**config.mk**
```make
export PLATFORM = sky130hd
export DESIGN_NAME = multicycle_ctrl_flat
export DESIGN_NICKNAME = d
export VERILOG_FILES = /design/src/rtl/multicycle_ctrl_pkg.sv /design/src/rtl/multicycle_ctrl_if.sv /design/src/rtl/multicycle_ctrl_decode.sv /design/src/rtl/multicycle_ctrl.sv /design/src/flat_wrapper.sv
export SDC_FILE = /design/constraint.sdc
export NUM_CORES = 1
export LEC_CHECK = 0
export CORE_ASPECT_RATIO = 2
export CORE_MARGIN = 4
export CORE_UTILIZATION = 45
export DETAILED_ROUTE_END_ITERATION = 6
export PLACE_DENSITY = 0.75
export SLEW_MARGIN = 30
export SYNTH_ARGS = -nofsm -noshare
export SYNTH_HDL_FRONTEND = slang
export SYNTH_SLANG_ARGS = --single-unit
```
**constraint.sdc**
```tcl
create_clock -name clk -period 3.34 [get_ports clk]
set_input_delay 0.668 -clock clk [delete_from_list [all_inputs] [get_ports clk]]
set_output_delay 0.668 -clock clk [all_outputs]
set_load 0.005 [all_outputs]
```
**src/rtl/multicycle_ctrl_pkg.sv**
```systemverilog
// ============================================================================
// Module      : multicycle_ctrl_pkg
// Description : Shared encodings for the multi-cycle controller: state codes,
//               opcodes, ALU operation codes and PC source select, plus small
//               opcode classification helpers.
// Revision    : 1.0 - initial release
// ============================================================================
`default_nettype none

package multicycle_ctrl_pkg;

    // Controller state codes; the numeric values are visible on the debug port.
    typedef enum logic [2:0] {
        ST_IDLE   = 3'd0,
        ST_FETCH  = 3'd1,
        ST_DECODE = 3'd2,
        ST_EXEC   = 3'd3,
        ST_MEM    = 3'd4,
        ST_WB     = 3'd5,
        ST_HALT   = 3'd7
    } state_t;

    // Opcodes, instruction[31:26]
    localparam logic [5:0] OP_NOP  = 6'b000000;
    localparam logic [5:0] OP_SLL  = 6'b000001;
    localparam logic [5:0] OP_J    = 6'b000010;
    localparam logic [5:0] OP_BGT  = 6'b000111;
    localparam logic [5:0] OP_ADDI = 6'b001000;
    localparam logic [5:0] OP_JR   = 6'b001001;
    localparam logic [5:0] OP_ANDI = 6'b001100;
    localparam logic [5:0] OP_ORI  = 6'b001101;
    localparam logic [5:0] OP_XORI = 6'b001110;
    localparam logic [5:0] OP_ADD  = 6'b100000;
    localparam logic [5:0] OP_SUB  = 6'b100010;
    localparam logic [5:0] OP_LW   = 6'b100011;
    localparam logic [5:0] OP_AND  = 6'b100100;
    localparam logic [5:0] OP_OR   = 6'b100101;
    localparam logic [5:0] OP_XOR  = 6'b100110;
    localparam logic [5:0] OP_SLT  = 6'b101010;
    localparam logic [5:0] OP_SW   = 6'b101011;

    // ALU operation codes
    localparam logic [3:0] ALU_PASS = 4'b0000;
    localparam logic [3:0] ALU_ADD  = 4'b0001;
    localparam logic [3:0] ALU_SUB  = 4'b0010;
    localparam logic [3:0] ALU_AND  = 4'b0011;
    localparam logic [3:0] ALU_OR   = 4'b0100;
    localparam logic [3:0] ALU_XOR  = 4'b0101;
    localparam logic [3:0] ALU_SLT  = 4'b0110;
    localparam logic [3:0] ALU_SLL  = 4'b0111;

    // PC source select
    localparam logic [1:0] PC_NEXT   = 2'b00;
    localparam logic [1:0] PC_BRANCH = 2'b01;
    localparam logic [1:0] PC_JUMP   = 2'b10;
    localparam logic [1:0] PC_JR     = 2'b11;

    // True for every opcode the controller knows how to sequence.
    function automatic logic op_known(input logic [5:0] op);
        case (op)
            OP_NOP, OP_SLL, OP_J, OP_BGT, OP_ADDI, OP_JR, OP_ANDI, OP_ORI,
            OP_XORI, OP_ADD, OP_SUB, OP_LW, OP_AND, OP_OR, OP_XOR, OP_SLT,
            OP_SW:   return 1'b1;
            default: return 1'b0;
        endcase
    endfunction

    // Register-register ALU ops write rd; SLL is a shift on registers too.
    function automatic logic op_is_rtype(input logic [5:0] op);
        case (op)
            OP_ADD, OP_SUB, OP_AND, OP_OR, OP_XOR, OP_SLT, OP_SLL: return 1'b1;
            default:                                              return 1'b0;
        endcase
    endfunction

    // Immediate-operand ALU ops.
    function automatic logic op_is_imm(input logic [5:0] op);
        case (op)
            OP_ADDI, OP_ANDI, OP_ORI, OP_XORI: return 1'b1;
            default:                           return 1'b0;
        endcase
    endfunction

    // ALU operation implied by an opcode; memory ops compute an address.
    function automatic logic [3:0] op_alu(input logic [5:0] op);
        case (op)
            OP_ADD, OP_ADDI, OP_LW, OP_SW: return ALU_ADD;
            OP_SUB, OP_BGT:                return ALU_SUB;
            OP_AND, OP_ANDI:               return ALU_AND;
            OP_OR, OP_ORI:                 return ALU_OR;
            OP_XOR, OP_XORI:               return ALU_XOR;
            OP_SLT:                        return ALU_SLT;
            OP_SLL:                        return ALU_SLL;
            default:                       return ALU_PASS;
        endcase
    endfunction

endpackage

`default_nettype wire

```
**src/rtl/multicycle_ctrl_if.sv**
```systemverilog
// ============================================================================
// Module      : multicycle_ctrl_if
// Description : Bundle of IR/ALU/memory inputs and datapath control outputs
//               between the multi-cycle controller and the datapath.
// Revision    : 1.0 - initial release
// ============================================================================
`default_nettype none

interface multicycle_ctrl_if #(
    parameter int CNT_W = 16
);
    logic             run;
    logic [5:0]       opcode;
    logic             alu_neg;
    logic             mem_ready;
    logic             ir_write;
    logic             pc_write;
    logic             reg_write;
    logic             reg_dst;
    logic             alu_src;
    logic             mem_read;
    logic             mem_write;
    logic             mem_to_reg;
    logic [1:0]       pc_src;
    logic [3:0]       alu_op;
    logic [2:0]       state;
    logic             illegal;
    logic [CNT_W-1:0] retired;

    // Controller side
    modport master (
        input  run, opcode, alu_neg, mem_ready,
        output ir_write, pc_write, reg_write, reg_dst, alu_src, mem_read,
               mem_write, mem_to_reg, pc_src, alu_op, state, illegal, retired
    );

    // Datapath side
    modport slave (
        output run, opcode, alu_neg, mem_ready,
        input  ir_write, pc_write, reg_write, reg_dst, alu_src, mem_read,
               mem_write, mem_to_reg, pc_src, alu_op, state, illegal, retired
    );
endinterface

`default_nettype wire

```
**src/rtl/multicycle_ctrl_decode.sv**
```systemverilog
// ============================================================================
// Module      : multicycle_ctrl_decode
// Description : Combinational next-state and strobe decode for the multi-cycle
//               controller (the mc_decode block). Strobes are decoded from the
//               current state and the latched opcode; DECODE looks at the live
//               IR opcode because op_q is only being loaded in that cycle.
// Revision    : 1.0 - initial release
// ============================================================================
`default_nettype none

module multicycle_ctrl_decode
    import multicycle_ctrl_pkg::*;
(
    input  state_t     state,
    input  logic [5:0] opcode,
    input  logic [5:0] op_q,
    input  logic       run,
    input  logic       alu_neg,
    input  logic       mem_ready,
    output state_t     next_state,
    output logic       instr_done,
    output logic       op_load,
    output logic       illegal_set,
    output logic       ir_write,
    output logic       pc_write,
    output logic       reg_write,
    output logic       reg_dst,
    output logic       alu_src,
    output logic       mem_read,
    output logic       mem_write,
    output logic       mem_to_reg,
    output logic [1:0] pc_src,
    output logic [3:0] alu_op
);

    // Next state and per-state control strobes; everything defaults to idle.
    always_comb begin
        next_state  = state;
        instr_done  = 1'b0;
        op_load     = 1'b0;
        illegal_set = 1'b0;
        ir_write    = 1'b0;
        pc_write    = 1'b0;
        reg_write   = 1'b0;
        reg_dst     = 1'b0;
        alu_src     = 1'b0;
        mem_read    = 1'b0;
        mem_write   = 1'b0;
        mem_to_reg  = 1'b0;
        pc_src      = PC_NEXT;
        alu_op      = ALU_PASS;

        case (state)
            ST_IDLE: begin
                if (run) begin
                    next_state = ST_FETCH;
                end
            end

            ST_FETCH: begin
                ir_write   = 1'b1;
                next_state = ST_DECODE;
            end

            ST_DECODE: begin
                op_load = 1'b1;
                case (opcode)
                    OP_NOP: begin
                        pc_write   = 1'b1;
                        instr_done = 1'b1;
                    end
                    OP_J: begin
                        pc_write   = 1'b1;
                        pc_src     = PC_JUMP;
                        instr_done = 1'b1;
                    end
                    OP_JR: begin
                        pc_write   = 1'b1;
                        pc_src     = PC_JR;
                        instr_done = 1'b1;
                    end
                    default: begin
                        if (op_known(opcode)) begin
                            next_state = ST_EXEC;
                        end else begin
                            illegal_set = 1'b1;
                            next_state  = ST_HALT;
                        end
                    end
                endcase
            end

            ST_EXEC: begin
                alu_op  = op_alu(op_q);
                alu_src = op_is_imm(op_q) || (op_q == OP_LW) || (op_q == OP_SW);
                if (op_q == OP_BGT) begin
                    pc_write   = 1'b1;
                    pc_src     = alu_neg ? PC_BRANCH : PC_NEXT;
                    instr_done = 1'b1;
                end else if ((op_q == OP_LW) || (op_q == OP_SW)) begin
                    next_state = ST_MEM;
                end else begin
                    next_state = ST_WB;
                end
            end

            ST_MEM: begin
                // Address stays on the ALU for the whole access.
                alu_op    = ALU_ADD;
                alu_src   = 1'b1;
                mem_read  = (op_q == OP_LW);
                mem_write = (op_q == OP_SW);
                if (mem_ready) begin
                    if (op_q == OP_LW) begin
                        next_state = ST_WB;
                    end else begin
                        pc_write   = 1'b1;
                        instr_done = 1'b1;
                    end
                end
            end

            ST_WB: begin
                alu_op     = op_alu(op_q);
                reg_write  = 1'b1;
                pc_write   = 1'b1;
                reg_dst    = op_is_rtype(op_q);
                mem_to_reg = (op_q == OP_LW);
                instr_done = 1'b1;
            end

            ST_HALT: begin
                next_state = ST_HALT;
            end

            default: begin
                next_state = ST_IDLE;
            end
        endcase

        // Every completed instruction either chains into the next fetch or parks.
        if (instr_done) begin
            next_state = run ? ST_FETCH : ST_IDLE;
        end
    end

endmodule

`default_nettype wire

```
**src/rtl/multicycle_ctrl.sv**
```systemverilog
// ============================================================================
// Module      : multicycle_ctrl
// Description : Multi-cycle control FSM. Holds the state register, latched
//               opcode, sticky illegal flag and retired-instruction counter;
//               strobe decode lives in multicycle_ctrl_decode.
// Revision    : 1.0 - initial release
// ============================================================================
`default_nettype none

module multicycle_ctrl
    import multicycle_ctrl_pkg::*;
#(
    parameter int CNT_W = 16
) (
    input  logic              clk,
    input  logic              rst_n,
    multicycle_ctrl_if.master bus
);

    localparam logic [CNT_W-1:0] CNT_ONE = {{(CNT_W-1){1'b0}}, 1'b1};

    state_t           state_q;
    state_t           state_d;
    logic [5:0]       op_q;
    logic             illegal_q;
    logic [CNT_W-1:0] retired_q;

    logic             instr_done;
    logic             op_load;
    logic             illegal_set;
    logic             ir_write;
    logic             pc_write;
    logic             reg_write;
    logic             reg_dst;
    logic             alu_src;
    logic             mem_read;
    logic             mem_write;
    logic             mem_to_reg;
    logic [1:0]       pc_src;
    logic [3:0]       alu_op;

    multicycle_ctrl_decode u_decode (
        .state       (state_q),
        .opcode      (bus.opcode),
        .op_q        (op_q),
        .run         (bus.run),
        .alu_neg     (bus.alu_neg),
        .mem_ready   (bus.mem_ready),
        .next_state  (state_d),
        .instr_done  (instr_done),
        .op_load     (op_load),
        .illegal_set (illegal_set),
        .ir_write    (ir_write),
        .pc_write    (pc_write),
        .reg_write   (reg_write),
        .reg_dst     (reg_dst),
        .alu_src     (alu_src),
        .mem_read    (mem_read),
        .mem_write   (mem_write),
        .mem_to_reg  (mem_to_reg),
        .pc_src      (pc_src),
        .alu_op      (alu_op)
    );

    // State register, opcode latch, sticky illegal flag and retire counter.
    always_ff @(posedge clk) begin
        if (!rst_n) begin
            state_q   <= ST_IDLE;
            op_q      <= '0;
            illegal_q <= 1'b0;
            retired_q <= '0;
        end else begin
            state_q <= state_d;
            if (op_load) begin
                op_q <= bus.opcode;
            end
            if (illegal_set) begin
                illegal_q <= 1'b1;
            end
            if (instr_done) begin
                retired_q <= retired_q + CNT_ONE;
            end
        end
    end

    assign bus.ir_write   = ir_write;
    assign bus.pc_write   = pc_write;
    assign bus.reg_write  = reg_write;
    assign bus.reg_dst    = reg_dst;
    assign bus.alu_src    = alu_src;
    assign bus.mem_read   = mem_read;
    assign bus.mem_write  = mem_write;
    assign bus.mem_to_reg = mem_to_reg;
    assign bus.pc_src     = pc_src;
    assign bus.alu_op     = alu_op;
    assign bus.state      = state_q;
    assign bus.illegal    = illegal_q;
    assign bus.retired    = retired_q;

endmodule

`default_nettype wire
```
**src/flat_wrapper.sv**
```systemverilog
// flat-port wrapper written by rule: the top's interface ports become plain ports
module multicycle_ctrl_flat import multicycle_ctrl_pkg::*;
#(
    parameter int CNT_W = 16
)
  (clk, rst_n, bus_run, bus_opcode, bus_alu_neg, bus_mem_ready, bus_ir_write, bus_pc_write, bus_reg_write, bus_reg_dst, bus_alu_src, bus_mem_read, bus_mem_write, bus_mem_to_reg, bus_pc_src, bus_alu_op, bus_state, bus_illegal, bus_retired);
  multicycle_ctrl_if #(.CNT_W(CNT_W)) bus_i ();
  input  logic clk;
  input  logic rst_n;
  input wire logic [$bits(bus_i.run)-1:0] bus_run;
  input wire logic [$bits(bus_i.opcode)-1:0] bus_opcode;
  input wire logic [$bits(bus_i.alu_neg)-1:0] bus_alu_neg;
  input wire logic [$bits(bus_i.mem_ready)-1:0] bus_mem_ready;
  output wire logic [$bits(bus_i.ir_write)-1:0] bus_ir_write;
  output wire logic [$bits(bus_i.pc_write)-1:0] bus_pc_write;
  output wire logic [$bits(bus_i.reg_write)-1:0] bus_reg_write;
  output wire logic [$bits(bus_i.reg_dst)-1:0] bus_reg_dst;
  output wire logic [$bits(bus_i.alu_src)-1:0] bus_alu_src;
  output wire logic [$bits(bus_i.mem_read)-1:0] bus_mem_read;
  output wire logic [$bits(bus_i.mem_write)-1:0] bus_mem_write;
  output wire logic [$bits(bus_i.mem_to_reg)-1:0] bus_mem_to_reg;
  output wire logic [$bits(bus_i.pc_src)-1:0] bus_pc_src;
  output wire logic [$bits(bus_i.alu_op)-1:0] bus_alu_op;
  output wire logic [$bits(bus_i.state)-1:0] bus_state;
  output wire logic [$bits(bus_i.illegal)-1:0] bus_illegal;
  output wire logic [$bits(bus_i.retired)-1:0] bus_retired;
  assign bus_i.run = bus_run;
  assign bus_i.opcode = bus_opcode;
  assign bus_i.alu_neg = bus_alu_neg;
  assign bus_i.mem_ready = bus_mem_ready;
  assign bus_ir_write = bus_i.ir_write;
  assign bus_pc_write = bus_i.pc_write;
  assign bus_reg_write = bus_i.reg_write;
  assign bus_reg_dst = bus_i.reg_dst;
  assign bus_alu_src = bus_i.alu_src;
  assign bus_mem_read = bus_i.mem_read;
  assign bus_mem_write = bus_i.mem_write;
  assign bus_mem_to_reg = bus_i.mem_to_reg;
  assign bus_pc_src = bus_i.pc_src;
  assign bus_alu_op = bus_i.alu_op;
  assign bus_state = bus_i.state;
  assign bus_illegal = bus_i.illegal;
  assign bus_retired = bus_i.retired;
  multicycle_ctrl #(.CNT_W(CNT_W)) u_core (.clk(clk), .rst_n(rst_n), .bus(bus_i));
endmodule
```
After elaboration in Yosys (flattened, before gate mapping)
Memory sizes are Yosys's and may differ from the RTL's. A register that Yosys moved wholly into a read port is not among the register bits.
Cells that the tools add are included.
Storage, ports and cells
  bits of input ports: 11
  ROM bits: 448
  flip-flop bits (word level): 26
  memories kept: 3
  latch bits: 0
  bits in writable memories: 0
  output and inout bits: 34
Cells by class
  reduce and logical (&&, ||, !) cells: 9
  order comparisons: 0
  multiplexer cells: 40
  eq/ne operators: 28
  bitwise gates (word level): 0
  divide/modulo/power cells: 0
  multiply operators: 0
  shifts and indexed selects: 0
  add/subtract/negate cells: 1
Memories
  (no name shown): words 64, bits a word 3, read ports 1, clocked after memory_dff 1, write ports 0, line multicycle_ctrl_pkg.sv:86  | case (op)
  (no name shown): words 64, bits a word 3, read ports 1, clocked after memory_dff 1, write ports 0, line multicycle_ctrl_pkg.sv:86
  (no name shown): words 64, bits a word 1, read ports 1, clocked after memory_dff 0, write ports 0, line multicycle_ctrl_pkg.sv:60  | case (op)
Operators with widths (number)
  $eq A6 B6 Y1 const B: 8
  $eq A6 B4 Y1 const B: 5
  $mux W6: 4
  $mux W1: 23
  $mux W3: 7
  $pmux W3 S7: 1
  $add A16 B1 Y16 const B: 1
  $ne A3 B3 Y1 const B: 5
  $pmux W4 S3: 1
  $eq A3 B3 Y1 const B: 3
  $pmux W2 S2: 2
  $reduce_or A7 Y1: 1
  $eq A3 B2 Y1 const B: 2
  $eq A6 B1 Y1 const B: 1
  $eq A6 B2 Y1 const B: 1
  $eq A6 B3 Y1 const B: 1
  $logic_not A6 Y1: 1
  $reduce_and A6 Y1: 1
  $pmux W1 S4: 1
  $reduce_or A4 Y1: 1
  $eq A3 B1 Y1 const B: 1
  $logic_not A3 Y1: 1
  $logic_or A1 B1 Y1: 3
  $reduce_or A3 Y1: 1
  2 further kinds: 2

Longest topological paths before layout
Gate-level depths: netlist of the first run.
  depth in word-level cells: 8
  gate-level depth with buffers: 11
  mapped depth without buffers: 9

By module
From an unflattened synthesis of the first run, not the netlist that was laid out.
Second synthesis, totals
  cell total of the unflattened synthesis: 238
  area, all modules: 1809.2 um2
By module, submodules not included
  multicycle_ctrl: times used 1, cells an instance 114, seq. area each 520.5 um2, area each 1051.0 um2
  multicycle_ctrl_decode: times used 1, cells an instance 124, seq. area each 0.0 um2, area each 758.2 um2

Worst setup path after synthesis of the first run
No wires, ideal clock.
  path kind: input to output
  from: input bus_opcode[4]
  to: output bus_pc_write
  data required time: 2.672 ns
  stages on the path: 5
  arrival time: 1.620 ns
  slack: 1.052 ns
  cell sequence: nor3_2 > o211ai_4 > a31o_4 > buf_6 > inv_1
Between the ends
  cells in the longest elaborated chain, start to end: 4
  elaborated cells between the ends (all ways): 6
Ends and longest elaborated chain
  start, declared: line flat_wrapper.sv:11  | input wire logic [$bits(bus_i.opcode)-1:0] bus_opcode;
  $eq A6 B4 Y1, or another cell as far along: line multicycle_ctrl_decode.sv:67  | case (opcode)
  $reduce_or A3 Y1 (no line) *
  $mux W1 *: line multicycle_ctrl_decode.sv:67
  $pmux W1 S4 *: line multicycle_ctrl_decode.sv:53  | case (state)
  end, declared: line flat_wrapper.sv:15  | output wire logic [$bits(bus_i.pc_write)-1:0] bus_pc_write;
Mark *: on every way between the ends. The rest lies on a longest branch, timed or not.

Worst setup path after layout of the first run
  from: input bus_opcode[0]
  to: output bus_pc_write
Same word-level chain as after synthesis.

==> results of run 1 <==
## placed cells by master, fill, tap and decap left out, types with 6 or more instances in the layout
master,count
sky130_fd_sc_hd__a21oi_1,22
sky130_fd_sc_hd__and3_1,6
sky130_fd_sc_hd__buf_4,11
sky130_fd_sc_hd__clkdlybuf4s50_1,43
sky130_fd_sc_hd__dfxtp_1,29
sky130_fd_sc_hd__ha_1,7
sky130_fd_sc_hd__inv_1,17
sky130_fd_sc_hd__mux2i_1,10
sky130_fd_sc_hd__nand2_1,25
sky130_fd_sc_hd__nand3_1,12
sky130_fd_sc_hd__nor2_1,18
sky130_fd_sc_hd__nor2b_1,6
sky130_fd_sc_hd__o21ai_0,13
sky130_fd_sc_hd__o31ai_1,6
## metal layers
| layer | vias up | share of wire [%] | GRT usage [%] |
|---|---|---|---|
| li1 | 1074 | - | - |
| met1 | 1035 | 35 | 18.7 |
| met2 | 63 | 57 | 37.4 |
| met3 | 16 | 3.8 | 3.71 |
| met4 | 0 | 4.2 | 11.7 |
| met5 | - | 0 | 0 |
## critical path: stages
cell and delay [ns]:
sky130_fd_sc_hd__clkdlybuf4s50_1 0.57, sky130_fd_sc_hd__and3b_1 0.30, sky130_fd_sc_hd__o211ai_4 0.12, sky130_fd_sc_hd__a31o_4 0.26, sky130_fd_sc_hd__inv_1 0.07, sky130_fd_sc_hd__clkdlybuf4s50_1 0.50
## area by class of cell
class / instances / area share (%)
multi-input cells: 205 / 51.4
flip-flops and latches: 29 / 21.5
repair buffers: 54 / 19.0
clock buffers: 6 / 2.69
well taps: 55 / 2.55
inverters: 18 / 2.50
clock inverters: 2 / 0.371
## report_power, final
| part | switching, mW | internal, mW |
|---|---|---|
| Sequential | 0.0639 | 0.390 |
| Combinational | 0.366 | 0.331 |
| Clock | 0.132 | 0.144 |
| Total | 0.561 | 0.865 |
## through the flow
stage | power (mW) | hold slack (ns) | instances | setup WS (ns)
3_5_place_dp | 1.15 | 0.443 | 361 | 0.187
2_1_floorplan | 0.929 | 0.442 | 266 | 1.05
6_report | 1.43 | 0.446 | 369 | 0.187
5_1_grt | 1.54 | 0.478 | 369 | 0.0599
3_3_place_gp | 1.14 | 0.439 | 361 | 0.228
4_1_cts | 1.43 | 0.452 | 369 | 0.190
## final timing paths
| kind | endpoint | start |
|---|---|---|
| hold reg to reg | u_core.bus.illegal$_SDFFE_PN0P_ | u_core.bus.illegal$_SDFFE_PN0P_ |
| hold / removal | u_core.bus.illegal$_SDFFE_PN0P_ | u_core.bus.illegal$_SDFFE_PN0P_ |
| setup / recovery | bus_pc_write | bus_opcode[0] |
| setup reg to reg | register | u_core.bus.state[1]$_SDFFE_PN0P_ |
## kinds of logic (layout without fill, tap and decap cells)
group                    after synthesis  in the layout  share of synthesized area [%]
AND/OR/NAND/NOR                      109            109                           29.2
AO/OA/AOI/OAI                         73             73                           24.9
buffers and inverters                 32             80                           6.92
flip-flops                            29             29                           27.4
multiplexers                          13             13                           6.33
adder cells (fa/ha/maj)                8              8                           4.61
other                                  1              1                          0.177
XOR/XNOR                               1              1                          0.414
==> impl_metrics.toml, run 1 <==
[synthesis]
synth_top_area_share_pct = 27.4
synth_edf_count = 0
postSynthAreaPerCell_um2 = 7.95
synthesized_nets = 284
netlist.top_cell.by_area = "sky130_fd_sc_hd__dfxtp_1"
synth_top_flop_cell = "sky130_fd_sc_hd__dfxtp_1"
synth.top_cells.by_count = "sky130_fd_sc_hd__dfxtp_1, sky130_fd_sc_hd__nand2_1, sky130_fd_sc_hd__a21oi_1"
synthArstFlopShare_pct = 0
biggest_area_contributors_in_the_synthesized_netlist = "sky130_fd_sc_hd__dfxtp_1, sky130_fd_sc_hd__a21oi_1, sky130_fd_sc_hd__mux2i_1"
netlist_instances = 266
post_synth_instance_area_um2 = 2120
count_of_cell_types_in_the_netlist = 68
ys_seq_area_share_pct = 27.4
postSynthRegisterBits = 29
synth_warnings = 0
yosys.cell_count.top_type = "sky130_fd_sc_hd__dfxtp_1"

[floorplan]
num_rows = 35
dieHeight_um = 105
initial_utilization_pct = 46.0
num_io_pins = 45
fp.coreArea_um2 = 4600
dieArea_um2 = 5930
die_span_in_x_um = 56.5

[global_routing]
grt_util_all_layers_pct = 19.8
antenna_found_initial = 0
via_count_of_the_first_global_routing_pass = 2084
grt_first_pass_wirelength_mm = 9.37
grt.overflow.total = 0
grt_start_max_net_pins = 24

[drt]
drtAntennaViolNets = 0
post_route_wl_mm = 5.69
first_iter_violations = 54
firstDrtPassIters = 4
wire_per_inst_um = 15.4
drcViolationCount = 0
avgViaCountPerCell = 5.93
vias = 2188

[layout]
storage_cell_area_um2 = 581
filler_cells = 423
final_nets = 331
post_route_cells_drive_above_1_share_pct = 10.8
area_delta_synth_final_pct = 27.7
antenna_diode_instance_count = 0
combined_area_of_the_multi_input_logic_cells_um2 = 1390
post-route-cell-area_um2 = 2700
post-route-util_pct = 58.7

[clocking]
path_clk_slew_ns = 0.06
cts_max_path_buffers = 2
root_buffer = "sky130_fd_sc_hd__clkbuf_8"
clkLatencyLatePin_ns = 0.28
tritoncts = "done"
postCtsSetupBuffers = 0
h-tree-depth = 2
cts_num_sinks = 29
cts_buf_count = 5
post_cts_hold_buffer_count = 0
ctsResizeCount = 0

[sta]
timing.final.max_slew_violations = 0
maxClockFrequency_mhz = 317
post-route-period-util_pct = 94.4
clock-skew-final_ns = 0.00720
setup_violations = 0
grt_setup_unrepaired = "false"
tns_ns = 0
final_period_minus_worst_setup_slack_ns = 3.15
timing.final.hold_violations = 0

[worst_hold_path]
timing.hold.worst_path_depth = 2
min_path_type = "reg2reg"

[power]
power.ir.vdd_worst_v = 0.000378
total_leakage_power_nw = 0.990
pwr_density_cell_nw_per_um2 = 528

[worst_setup_path]
timing.critical_path.fanout_max = 6
setup_crit_end_kind = "primary output"
worst_r2r_path_depth = 9
setup.reg_to_reg.worst_slack_ns = 0.85
crit_arrival_ns = 2.49
critPathLaunchType = "input port"
critical_path_required_ns = 2.67
timing.setup.critical_path_class = "in2out"

[place]
finalWeightedCongestion = 0.849
placement.cell_area_um2 = 2620
port_buffers = 43
detailedPlacementHpwl_mm = 4.51

[flow_run]
timing.max_cap.violations = 0

[run_status]
run_status = "completed"
Note: power is estimated with default switching activity, not from simulation.
==> run 2: changes to the inputs <==
--- a/config.mk
+++ b/config.mk
@@ -5,12 +5,14 @@
 export SDC_FILE = /design/constraint.sdc
 export NUM_CORES = 1
 export LEC_CHECK = 0
+export ABC_CLOCK_PERIOD_IN_PS = 3340
 export CORE_ASPECT_RATIO = 2
 export CORE_MARGIN = 4
-export CORE_UTILIZATION = 45
+export CORE_UTILIZATION = 53
 export DETAILED_ROUTE_END_ITERATION = 6
-export PLACE_DENSITY = 0.75
+export PLACE_DENSITY = 0.88
 export SLEW_MARGIN = 30
 export SYNTH_ARGS = -nofsm -noshare
 export SYNTH_HDL_FRONTEND = slang
+export SYNTH_HIERARCHICAL = 1
 export SYNTH_SLANG_ARGS = --single-unit
==> run 2 against run 1 <==
Global-route usage up 3.7 points. Worst setup slack worse by 0.061 ns. Flip-flop and latch count down 3. Core utilization up 14 points. Non-clock buffer count up 1. Count of clock-buffer cells in the layout down 3. Total power down 19%. Clock power down 37%. Critical endpoint is now bus_pc_src[0]. Largest power group unchanged.
==> impl_metrics.toml, run 2 <==
[floorplan]
initial_utilization_pct = 56.0
num_rows = 29
dieHeight_um = 90.6
die_span_in_x_um = 49.3
dieArea_um2 = 4470
fp.coreArea_um2 = 3230
num_io_pins = 45

[worst_setup_path]
cp.buffers_inverters = 3
crit-reg2reg-launch = "u_core/op_q[2]$_SDFFE_PN0P_"
timing.setup.critical_path_class = "in2out"
critical_path_depth = 7
setup.reg_to_reg.worst_slack_ns = 0.42
path_cells = "clkdlybuf4s50_1 > or3_4 > buf_4 > nor3_1 > a31oi_1 > nor3_1 > clkdlybuf4s50_1"
crit_arrival_ns = 2.55
critical_path_required_ns = 2.67
critical-path-slowest-cell = "sky130_fd_sc_hd__clkdlybuf4s50_1"
critical-path-top-delay-family = "buffers and inverters"
rr_endpoint = "u_core/bus.retired[14]$_SDFFE_PN0P_"
worst_r2r_path_depth = 9
timing.critical_path.fanout_max = 3
critPathLaunchType = "input port"
critPathMaxStageDelay_ns = 0.53
setup_crit_end_kind = "primary output"

[drt]
avgViaCountPerCell = 6.01
drcViolationCount = 0
firstDrtPassIters = 4
first_iter_violations = 52
drtAntennaViolNets = 0
post_route_wl_mm = 4.85
wire_per_inst_um = 15.4
vias = 1887

[global_routing]
grt.overflow.total = 0
grt_first_pass_wirelength_mm = 8.38
via_count_of_the_first_global_routing_pass = 1900
grt_util_all_layers_pct = 23.5
antenna_found_initial = 0
grt_start_max_net_pins = 21

[clocking]
cts_num_sinks = 26
cts_buf_count = 3
postCtsSetupBuffers = 0
path_clk_slew_ns = 0.08
tritoncts = "done"
clkLatencyLatePin_ns = 0.27
h-tree-depth = 1
cts_max_path_buffers = 2
post_cts_hold_buffer_count = 0
root_buffer = "sky130_fd_sc_hd__clkbuf_8"
ctsResizeCount = 0

[layout]
final_nets = 301
antenna_diode_instance_count = 0
layout_common_cells = "sky130_fd_sc_hd__clkdlybuf4s50_1, sky130_fd_sc_hd__nor2_1, sky130_fd_sc_hd__dfxtp_1"
largest_register_ffs = 16
area_delta_synth_final_pct = 29.9
post_route_cells_drive_above_1_share_pct = 8.83
post-route-cell-area_um2 = 2350
filler_cells = 250
layout.cells.most_common = "sky130_fd_sc_hd__clkdlybuf4s50_1"

[flow_run]
timing.max_cap.violations = 0

[sta]
clock-skew-final_ns = 0.00197
post-route-period-util_pct = 96.2
tightest_slew_ns = 0.751
worst_slew_margin_rel_pct = 49.8
timing.final.max_slew_violations = 0
setup_violations = 0
final_period_minus_worst_setup_slack_ns = 3.21
tns_ns = 0
grt_setup_unrepaired = "false"
maxClockFrequency_mhz = 311
timing.final.hold_violations = 0

[synthesis]
synthesized_nets = 254
synth_edf_count = 0
yosys.area_share.xor_xnor_pct = 4.84
synth_warnings = 6
synth_top_flop_cell = "sky130_fd_sc_hd__dfxtp_1"
synth.top_cells.by_count = "sky130_fd_sc_hd__nor2_1, sky130_fd_sc_hd__dfxtp_1, sky130_fd_sc_hd__nand2_1"
synthArstFlopShare_pct = 0
biggest_area_contributors_in_the_synthesized_netlist = "sky130_fd_sc_hd__dfxtp_1, sky130_fd_sc_hd__nor2_1, sky130_fd_sc_hd__mux2i_1"
synth-compound-area-share_pct = 16.4
netlist_instances = 238
yosys.cell_count.top_type = "sky130_fd_sc_hd__nor2_1"
postSynthAreaPerCell_um2 = 7.60
count_of_cell_types_in_the_netlist = 56
yosys-mux-area-fraction_pct = 6.71
ys_seq_area_share_pct = 28.8
synth_top_family_by_area = "simple AND/OR/NAND/NOR gates"
synth_top_area_share_pct = 28.8
post_synth_fa_ha_maj_area_fraction_pct = 3.46
postSynthRegisterBits = 26
netlist.top_cell.by_area = "sky130_fd_sc_hd__dfxtp_1"
post_synth_instance_area_um2 = 1810
area_share_of_and_or_nand_nor_cells_after_synthesis_pct = 33.5

[place]
port_buffers = 43
finalWeightedCongestion = 0.809
placement.cell_area_um2 = 2300
detailedPlacementHpwl_mm = 3.76

[run_status]
run_status = "completed"

[worst_hold_path]
holdCritStartpoint = "u_core/bus.retired[15]$_SDFFE_PN0P_"
timing.hold.worst_endpoint = "u_core/bus.retired[15]$_SDFFE_PN0P_"
timing.hold.worst_path_depth = 2
min_path_type = "reg2reg"

[power]
total_leakage_power_nw = 0.895
pwr_density_cell_nw_per_um2 = 489
power.ir.vdd_worst_v = 0.000395
[run 2: cell type report]
cell class              count  area [um2]  area share (%)
clock buffers               3        41.3            1.76
inverters                  12        45.0            1.92
multi-input cells         187        1180            50.2
flip-flops and latches     26         520            22.2
well taps                  31        38.8            1.65
repair buffers             55         526            22.4
[run 2: cell families after synthesis]
| group | count (synthesis) |
|---|---|
| simple gates | 115 |
| compound gates | 44 |
| flops | 26 |
| buf+inv | 25 |
| mux | 12 |
| xor+xnor | 10 |
| fa+ha+maj | 5 |
| other cells | 1 |
[run 2: worst max-delay path by stage]
stage | from | to | slack (ns)
final | bus_opcode[2] | bus_pc_src[0] | 0.13
after global routing | bus_opcode[2] | bus_pc_src[0] | 0.04
after CTS | bus_opcode[2] | bus_pc_write | 0.02
after detailed placement | bus_opcode[2] | u_core/bus.retired[12]$_SDFFE_PN0P_ | -0.007
after global placement | bus_opcode[2] | bus_pc_write | 0.03
after floorplan | bus_opcode[2] | u_core/bus.retired[12]$_SDFFE_PN0P_ | 0.57
[run 2: worst min-delay path, cell delays in order (launching register included)]
cell and delay [ns]:
sky130_fd_sc_hd__dfxtp_1 0.33, sky130_fd_sc_hd__nand2_1 0.06, sky130_fd_sc_hd__mux2i_1 0.06
[run 2: metal layers]
metal | wire, um | track usage [%]
met5 | 0 | 0
met4 | 197 | 12.4
met3 | 214 | 3.80
met2 | 2780 | 45.1
met1 | 1650 | 22.7
[run 2: per-stage QoR]
step	total power, mW	hold slack, ns	util (%)	instances	setup WS (ns)
floorplan	0.788	0.455	-	238	0.573
CTS	1.15	0.486	72.6	314	0.0226
global placement	0.961	0.460	71.3	311	0.0329
global route	1.22	0.522	72.8	314	0.0384
detailed placement	0.972	0.479	71.3	311	-0.00711
finish	1.15	0.493	72.8	314	0.126
[run 2: power by group]
group	total, mW	switching (mW)	internal [mW]
clock	0.174	0.0930	0.0810
combinational	0.530	0.256	0.275
sequential	0.444	0.0952	0.349
==> edit 1 (flow settings as in run 2) <==
`CNT_W` is set to 16 in 3 places; all go to 12.
--- a/src/rtl/multicycle_ctrl_if.sv
+++ b/src/rtl/multicycle_ctrl_if.sv
@@ -9,3 +9,3 @@
 interface multicycle_ctrl_if #(
-    parameter int CNT_W = 16
+    parameter int CNT_W = 12
 );
--- a/src/rtl/multicycle_ctrl.sv
+++ b/src/rtl/multicycle_ctrl.sv
@@ -12,3 +12,3 @@
 #(
-    parameter int CNT_W = 16
+    parameter int CNT_W = 12
 ) (
--- a/src/flat_wrapper.sv
+++ b/src/flat_wrapper.sv
@@ -3,3 +3,3 @@
 #(
-    parameter int CNT_W = 16
+    parameter int CNT_W = 12
 )
Ports: changed (resized bus_retired); port bits go from 45 to 41. No check against the original RTL was run, so the function may have changed too.
==> edit 1 against run 2 <==
Design area is 8.6% lower; power grew 1.8%; setup slack gained 0.10 ns; sequential power decreased by 11%; wire length shrank 9.9%; combinational power decreased by 1%; synthesized area is 10% lower; synthesized cell count down 11%; first-iteration DRC count is 7.7% higher; sequential cell count is 4 lower; count of clock-buffer cells in the layout did not move; clock skew grew 0.0043 ns; hold slack got worse by 0.0072 ns; maximum frequency grew 3.4%; critical endpoint is now bus_alu_op[0]; highest routed layer unchanged.
==> edit 1: results (changes against run 2) <==
inverters: 14  # +2
fin_skew_ns: 0.00629  # +0.00433 ns
crit_start: "u_core/op_q[0]"
vias_per_cell: 6.10  # +1.4%
grt_max_degree: 18  # -14%
n_sequential_cell: 22  # -15%
worst_pin_slew_ns: 0.740  # -0.0103 ns
ir_drop_mv: 0.409  # +3.6%
slowest_delay_ns: 0.51  # -0.02 ns
worstSetupEndpoint: "bus_alu_op[0]"
reg2reg_to: "u_core/bus.retired[10]"
dr_wl_met2_um: 2550  # -8.3%
port_buffers: 39  # -9.3%
post_route_cells_drive_above_1_share_pct: 9.49  # +0.65 points
use_met1_pct: 24.4  # +1.7 points
stdcell_count: 283  # -9.9%
hold_path_end: "u_core/bus.retired[11]"
met3_length_um: 183  # -14%
syn_inst: 211  # -11%
multi_input_area_um2: 1070  # -9.0%
leakage_uw: 0.000836  # -6.5%
grt_pass1_wl_um: 7470  # -11%
synth_xor_area_share_pct: 2.70  # -2.1 points
internal-power_uw: 736  # +4.4%
gp_congestion: 0.877  # +8.3%
wl_per_cell_um: 15.4  # about the same
async_reset_ff_share_pct: 0  # unchanged
r2r_cells: 8  # -1
pwr-share-comb_pct: 44.8  # -1.4 points
num-nets-final: 270  # -10%
path_delay_family: "compound AO/OA/AOI/OAI gates"
synth.yosys.seq_area_share_pct: 27.2  # -1.6 points
seq_area_um2: 440  # -15%
fillCellCount: 236  # -5.6%
clk_share_pct: 3.32  # +1.6 points
syn_nets: 227  # -11%
r2r_slack_ns: 0.66  # +0.24 ns
drtIter0Drc: 56  # +7.7%
synthTopCellsByArea: "dfxtp_1 (27%), nor2_1 (6.9%), mux2i_1 (5.6%)"
multi_input_gates: 164  # -12%
slowest_stage: "clkdlybuf4s50_1"
status: "finished, final reports clean"
hp-start: "u_core/bus.retired[11]"
synth_mux_area_share_pct: 6.25  # -0.45 points
buffers_excl_clock: 49  # -11%
met2_usage_pct: 46.5  # +1.4 points
synth_common_cells: "nor2_1 (30), dfxtp_1 (22), a21oi_1 (14)"
seq_power_uw: 396  # -11%
worst-endpoint-arrival_ns: 2.44  # -0.11 ns
worst-path-max-fanout: 4  # +1
largest_reg_flops: 12  # -4
yosys.area_share.adder_pct: 3.86  # +0.40 points
nonClkBufAreaFrac_pct: 22.0  # -0.34 points
ys_types: 57  # +1.8%
hpwl_um: 3350  # -11%
track_usage_pct: 24.6  # +1.1 points
met1_length_um: 1500  # -9.1%
synth_compound_area_share_pct: 20.8  # +4.4 points
==> edit 1: cell count changes after synthesis, moves of 3 or more <==
cell / run 2 / this run
nor2_1: 37 / 30
nand4_1: 8 / 2
dfxtp_1: 26 / 22
nand2_1: 14 / 11
nor3_1: 10 / 7
xor2_1: 7 / 4
==> edit 1: per-stage QoR <==
step	utilization, %	worst slack, ns	hold WS (ns)	area, µm²	power (µW)
floorplan	-	0.743	0.455	1620	736
global placement	70.3	0.0369	0.451	2070	910
detailed placement	70.3	0.0211	0.468	2070	922
CTS	72.7	0.00648	0.485	2140	1170
global route	73.0	0.0920	0.541	2150	1250
finish	73.0	0.230	0.486	2150	1170
==> edit 1: timing repair <==
item | 4_1_cts | 5_1_grt
endpoints found under the hold margin | 0 | 0
endpoints found under the setup margin | 0 | 3
resized for setup | 0 | 3
==> edit 2 (flow settings as in run 2) <==
Without the edit above. Reset style: asynchronous (`rst_n`), changed in one clocked block.
--- a/src/rtl/multicycle_ctrl.sv
+++ b/src/rtl/multicycle_ctrl.sv
@@ -65,3 +65,3 @@
     // State register, opcode latch, sticky illegal flag and retire counter.
-    always_ff @(posedge clk) begin
+    always_ff @(posedge clk or negedge rst_n) begin
         if (!rst_n) begin
Behaviour: differs if rst_n is asserted again (counterexample within 4 cycles, from zero or initial values and one cycle with rst_n low); with rst_n held inactive, the same outputs for 10 cycles.
==> edit 2 against run 2 <==
Global-route usage fell by 2.6 points; sequential share of layout area rose by 7.6 points; design area fell by 7.0%; cell count fell by 18%; die area fell by 5.8%; synthesized area fell by 6.6%; setup slack improved by 0.0030 ns; power rose by 42%; sequential cell count did not move; synthesized cell count fell by 23%; wire length fell by 18%; maximum frequency barely moved.
==> edit 2: results (changes against run 2) <==
hpwl_um: 3020  # -20%
power_frac_seq_pct: 36.9  # -1.8 points
area_growth_pct: 29.3
synthesis.area_um2: 1690  # -6.6%
synth.yosys.seq_area_share_pct: 38.5  # +9.7 points
rr_startpoint: "u_core/bus.state[0]"
synthTopCellsByArea: "dfrtp_1 (38%), mux2_2 (5.3%), nand2_1 (4.7%)"
synth_compound_area_share_pct: 12.7  # -3.7 points
post_route_cells_drive_above_1_share_pct: 11.0  # +2.2 points
grt_pass1_wl_um: 6610  # -21%
hold_path_end: "u_core/bus.retired[15]"
synth_xor_area_share_pct: 8.29  # +3.4 points
buffers_excl_clock: 47  # -15%
gp_congestion: 0.898  # +11%
synth_common_cells: "dfrtp_1 (26), nand2_1 (21), nor2_1 (16)"
r2r_slack_ns: 0.76  # +0.34 ns
ys_types: 49  # -13%
multi_input_area_um2: 955  # -19%
worstSetupEndpoint: "bus_pc_write"
n_sequential_cell: 26  # unchanged
whs_path_depth: 1  # -1
slowest_delay_ns: 0.57  # +0.04 ns
hp-start: "u_core/bus.retired[15]"
fin_skew_ns: 0.00235  # +0.000387 ns
fillCellCount: 213  # -15%
multi_input_gates: 140  # -25%
grt_pass1_vias: 1568  # -17%
worst-endpoint-arrival_ns: 2.54  # about the same
status: "finished, final reports clean"
placedCellCount: 254  # -18%
r2r_cells: 8  # -1
grt_max_degree: 27  # +29%
worst-path-max-fanout: 7  # +4
track_usage_pct: 20.9  # -2.6 points
## edit 2: cell types whose count changed in the layout (fill, tap and decap cells not counted), sizes merged, moves of 8 or more
cell    before  now
dfrtp        0   26
dfxtp       26    0
nor2        38   17
mux2i       11    2
nand2b       9    0
buf         12    4
mux2         1    9
## edit 2: per-layer routing
metal  part of all wire (%)  vias up  track usage, %
met3                    4.8       10            3.50
li1                       -      726               -
met4                    2.6        0            8.33
met2                     54       56            35.9
met1                     39      731            24.3
met5                      0        -               0
## edit 2: stage by stage
step | hold slack, ns | total power [µW] | setup WS [ns]
floorplan | 0.372 | 1130 | 0.840
global placement | 0.452 | 1440 | 0.142
detailed placement | 0.464 | 1460 | 0.132
CTS | 0.487 | 1630 | 0.119
global route | 0.494 | 1760 | 0.0117
finish | 0.482 | 1630 | 0.129
